[src/rtl/cam_search_ctrl.sv]
// rtl/cam_search_ctrl.sv - single-outstanding CAM search sequencer with priority match encoder
// Optional res_count output and logic enabled by defining CAM_MATCH_COUNT_EN.
module cam_search_ctrl #(
  parameter int DATA_WIDTH = 8,
  parameter int ADDR_WIDTH = 2
) (
  input  logic                      clk,
  input  logic                      rst,
  input  logic                      req_valid,
  input  logic [DATA_WIDTH-1:0]     req_key,
  output logic                      req_ready,
  output logic [DATA_WIDTH-1:0]     cam_key,
  input  logic [(2**ADDR_WIDTH)-1:0] cam_match_n,
  output logic                      res_valid,
  input  logic                      res_ready,
  output logic                      res_hit,
  output logic [ADDR_WIDTH-1:0]     res_addr,
  output logic                      res_multi
`ifdef CAM_MATCH_COUNT_EN
  ,
  output logic [ADDR_WIDTH:0]       res_count
`endif
);

  localparam int N = 2**ADDR_WIDTH;

  typedef enum logic [1:0] {
    IDLE   = 2'd0,
    WAIT   = 2'd1,
    ENCODE = 2'd2,
    RESULT = 2'd3
  } state_t;

  state_t state;
  state_t state_next;

  logic load_key;
  logic load_res;

  logic                  enc_hit;
  logic [ADDR_WIDTH-1:0] enc_addr;
  logic                  enc_multi;
  logic [ADDR_WIDTH:0]   enc_count;

  always_ff @(posedge clk) begin
    if (rst) begin
      state <= IDLE;
    end else begin
      state <= state_next;
    end
  end

  always_comb begin
    state_next = state;
    case (state)
      IDLE:    if (req_valid) state_next = WAIT;
      WAIT:    state_next = ENCODE;
      ENCODE:  state_next = RESULT;
      RESULT:  if (res_ready) state_next = IDLE;
      default: state_next = IDLE;
    endcase
  end

  // req_ready is masked by rst so nothing is offered while reset is held.
  always_comb begin
    req_ready = 1'b0;
    res_valid = 1'b0;
    load_key  = 1'b0;
    load_res  = 1'b0;
    case (state)
      IDLE: begin
        req_ready = ~rst;
        load_key  = req_valid & ~rst;
      end
      ENCODE:  load_res  = 1'b1;
      RESULT:  res_valid = 1'b1;
      default: ;
    endcase
  end

  // Scanning from the top down leaves the lowest matching index in enc_addr.
  always_comb begin
    enc_addr  = '0;
    enc_count = '0;
    for (int i = N - 1; i >= 0; i--) begin
      if (!cam_match_n[i]) begin
        enc_addr  = ADDR_WIDTH'(i);
        enc_count = enc_count + (ADDR_WIDTH+1)'(1);
      end
    end
    enc_hit   = ~&cam_match_n;
    enc_multi = (enc_count > (ADDR_WIDTH+1)'(1));
  end

  always_ff @(posedge clk) begin
    if (rst) begin
      cam_key <= '0;
    end else if (load_key) begin
      cam_key <= req_key;
    end
  end

  // Results are captured once in ENCODE, so later RAM activity cannot disturb them.
  always_ff @(posedge clk) begin
    if (rst) begin
      res_hit   <= 1'b0;
      res_addr  <= '0;
      res_multi <= 1'b0;
    end else if (load_res) begin
      res_hit   <= enc_hit;
      res_addr  <= enc_addr;
      res_multi <= enc_multi;
    end
  end

`ifdef CAM_MATCH_COUNT_EN
  always_ff @(posedge clk) begin
    if (rst) begin
      res_count <= '0;
    end else if (load_res) begin
      res_count <= enc_count;
    end
  end
`endif

endmodule

[config.mk]
export PLATFORM = sky130hd
export DESIGN_NAME = cam_search_ctrl
export DESIGN_NICKNAME = d
export VERILOG_FILES = /design/src/rtl/cam_search_ctrl.sv
export SDC_FILE = /design/constraint.sdc
export NUM_CORES = 1
export LEC_CHECK = 0
export BUFFER_PORTS_ARGS = -buffer_cell sky130_fd_sc_hd__buf_2
export CAP_MARGIN = 10
export CORE_MARGIN = 2
export CORE_UTILIZATION = 25
export DETAILED_ROUTE_END_ITERATION = 12
export PLACE_DENSITY = 0.55
export SYNTH_ARGS = -nofsm -noshare
export SYNTH_HDL_FRONTEND = slang
export SYNTH_SLANG_ARGS = --single-unit
[constraint.sdc]
create_clock -name clk -period 3.15 [get_ports clk]
set_input_delay 0.315 -clock clk [delete_from_list [all_inputs] [get_ports clk]]
set_output_delay 0.315 -clock clk [all_outputs]
set_load 0.05 [all_outputs]
==> results.cfg <==
[clock_network]
postCtsHoldBufs = 0
clk_latency_ns = 0.27
h-tree-depth = 1
path_clk_slew_ns = 0.08
tritoncts = done
clock-root-buffer = clkbuf_4
cts.repair.resized = 0
post_cts_buffers = 0
clk_path_buf_depth = 2
clock-sinks = 14
cts_buffers = 3

[global_route]
antenna_found_initial = 0
grt_pass1_wl_um = 2332
grt_use_total_pct = 9.210
grt_pass1_vias = 573
grt_max_degree = 16
overflow = 0

[sta]
max_freq_mhz = 541.6
slew_viol_final = 0
period_share_pct = 58.62
rsz0062_at_grt = false
hold_viol = 0
setup_viol = 0
setup_tns_ns = 0
slew_headroom_pct = 74.39
worst_slew_pin_slew_ns = 0.3841
fin_skew_ns = 0.001765
period_needed_ns = 1.847
whs_ns = 0.2827

[routing]
totalWireLength_um = 1515
drc = 0
dr.pass1.iters = 5
drt_iter0_drc = 36
route.antenna.remaining_nets = 0
vias = 643
wl_per_cell_um = 10.45
viasPerCell = 4.434

[synth]
synth.distinct_cells = 24
netlist_area_um2 = 714.4
syn_area_per_cell_um2 = 8.405
ys_ff_latch = 14
synthesis.nets = 109
synthCells = 85
synth_warnings = 0
yosysSeqAreaShare_pct = 39.23

[placed_design]
place_inst = 141
dp_hpwl_um = 1181
placed_area_um2 = 882.1
gp_congestion = 0.6685
io_buffers = 29

[setup_path]
reg2regPathDepth = 5
crit_path_start = state[0]$_SDFFE_PP0P_
r2r_setup_slack_ns = 1.74
arrival_ns = 1.53
endpoint = req_ready
worstSetupStartpointType = flop
cp_top_family = adder cells
path_class = flop to output port
cp_data_required_time_ns = 2.83
crit_path_max_incr_delay_ns = 0.39
rr_startpoint = state[0]$_SDFFE_PP0P_
r2r_end = cam_key[1]$_SDFFE_PP0P_
end_kind = output port
crit_slowest_cell = ha_1
crit_fanout = 12
cp_cell_sequence = inv_1 -> ha_1 -> nor2b_1 -> buf_2
crit_cells = 4
critical_path_buf_inv_count = 2

[die]
row_count = 19
fp.dieW_um = 57.46
die_h_um = 57.46
core-area_mm2 = 0.002734
initial_utilization_pct = 26.13
io_pins = 30
fp.dieArea_mm2 = 0.003301

[outcome]
outcome = completed

[layout]
n_antenna_cell = 0
final_cell_mix = buf_2 (29), dfxtp_1 (14), a21oi_1 (12)
nFillCells = 290
drive_above_1_share_pct = 29.82
final_cell_area_um2 = 918.4
syn2layout_area_growth_pct = 28.55
final_common_cell = buf_2
stdcell_count = 145
fin_nets = 139

[min_path]
whs_path_depth = 3
hp-class = input pin to flop

[run]
maxCapViolCount = 0

[power_and_ir_drop]
p_leak_nw = 0.4305
peakVddDrop_mv = 0.2782
powerDensity_mw_per_mm2 = 803.2
==> synth_stat cells (all sizes together) <==
| cell | count | share of area [%] |
|---|---|---|
| dfxtp | 14 | 39 |
| a21oi | 12 | 8.4 |
| nand2 | 9 | 4.7 |
| nand3 | 9 | 6.3 |
| ha | 8 | 14 |
| nand2b | 6 | 5.6 |
| inv | 5 | 2.6 |
| clkbuf | 3 | 1.6 |
| nor2 | 3 | 1.6 |
| nor2b | 2 | 1.8 |
| xnor2 | 2 | 2.5 |
| a211oi | 1 | 1.1 |
| a21o | 1 | 1.1 |
| a311oi | 1 | 1.2 |
| a31oi | 1 | 0.88 |
| and2 | 1 | 0.88 |
| buf | 1 | 0.70 |
| nand3b | 1 | 1.1 |
| nand4 | 1 | 0.88 |
| nand4b | 1 | 1.2 |
| o211ai | 1 | 1.1 |
| o21ai | 1 | 0.70 |
| or2b | 1 | 1.1 |
==> power by group <==
group / switching [mW] / internal [mW]
Combinational: 0.262 / 0.104
Clock: 0.0560 / 0.0702
Sequential: 0.0237 / 0.221
==> through the flow <==
step / power (mW) / util [%] / setup WS (ns)
4_1_cts: 0.7509 / 33.59 / 1.276
5_1_grt: 0.7898 / 33.59 / 1.150
3_5_place_dp: 0.6206 / 32.27 / 1.299
6_report: 0.7376 / 33.59 / 1.303
2_1_floorplan: 0.5388 / - / 1.264
3_3_place_gp: 0.6127 / 32.27 / 1.364
==> layout make-up <==
type,instances,area [um^2],area share [%]
tap,31,38.79,4.223
inverter,5,18.77,2.044
clock buffer,4,36.28,3.951
sequential,14,280.3,30.52
timing repair buffer,29,145.1,15.80
multi-input combinational,62,399.1,43.46
==> worst min-delay path by stage <==
stage / from / slack, ns / to
detailed placement: cam_key[4]$_SDFFE_PP0P_ / 0.44 / cam_key[4]$_SDFFE_PP0P_
finish: req_key[6] / 0.28 / cam_key[6]$_SDFFE_PP0P_
floorplan: rst / 0.38 / cam_key[4]$_SDFFE_PP0P_
global route: req_key[5] / 0.30 / cam_key[5]$_SDFFE_PP0P_
global placement: cam_key[2]$_SDFFE_PP0P_ / 0.44 / cam_key[2]$_SDFFE_PP0P_
CTS: req_key[5] / 0.27 / cam_key[5]$_SDFFE_PP0P_
==> logic make-up after synthesis <==
logic type / synth area share, %
AOI/OAI and AO/OA: 14.36
adders and majority gates: 14.01
xor gates and xnor gates: 2.452
and+or+nand+nor: 25.04
DFF: 39.23
buffers and inverters: 4.903
==> flip-flops by register name, summed over array words and instances, names as in the netlist <==
register and count:
res_addr 2, state 2, cam_key 8, res_hit 1, res_multi 1
==> worst min-delay path, delay by kind of cell <==
family	cells	cell delay, ns
buf+inv	1	0.09
simple gates	1	0.05
compound gates	1	0.05
==> metal layers <==
metal	wire (um)	GRT usage (%)
met5	0	0
met4	14	4.983
met2	676	14.77
met1	656	11.00
met3	168	2.721
No activity file was read; power rests on OpenSTA's default activity.
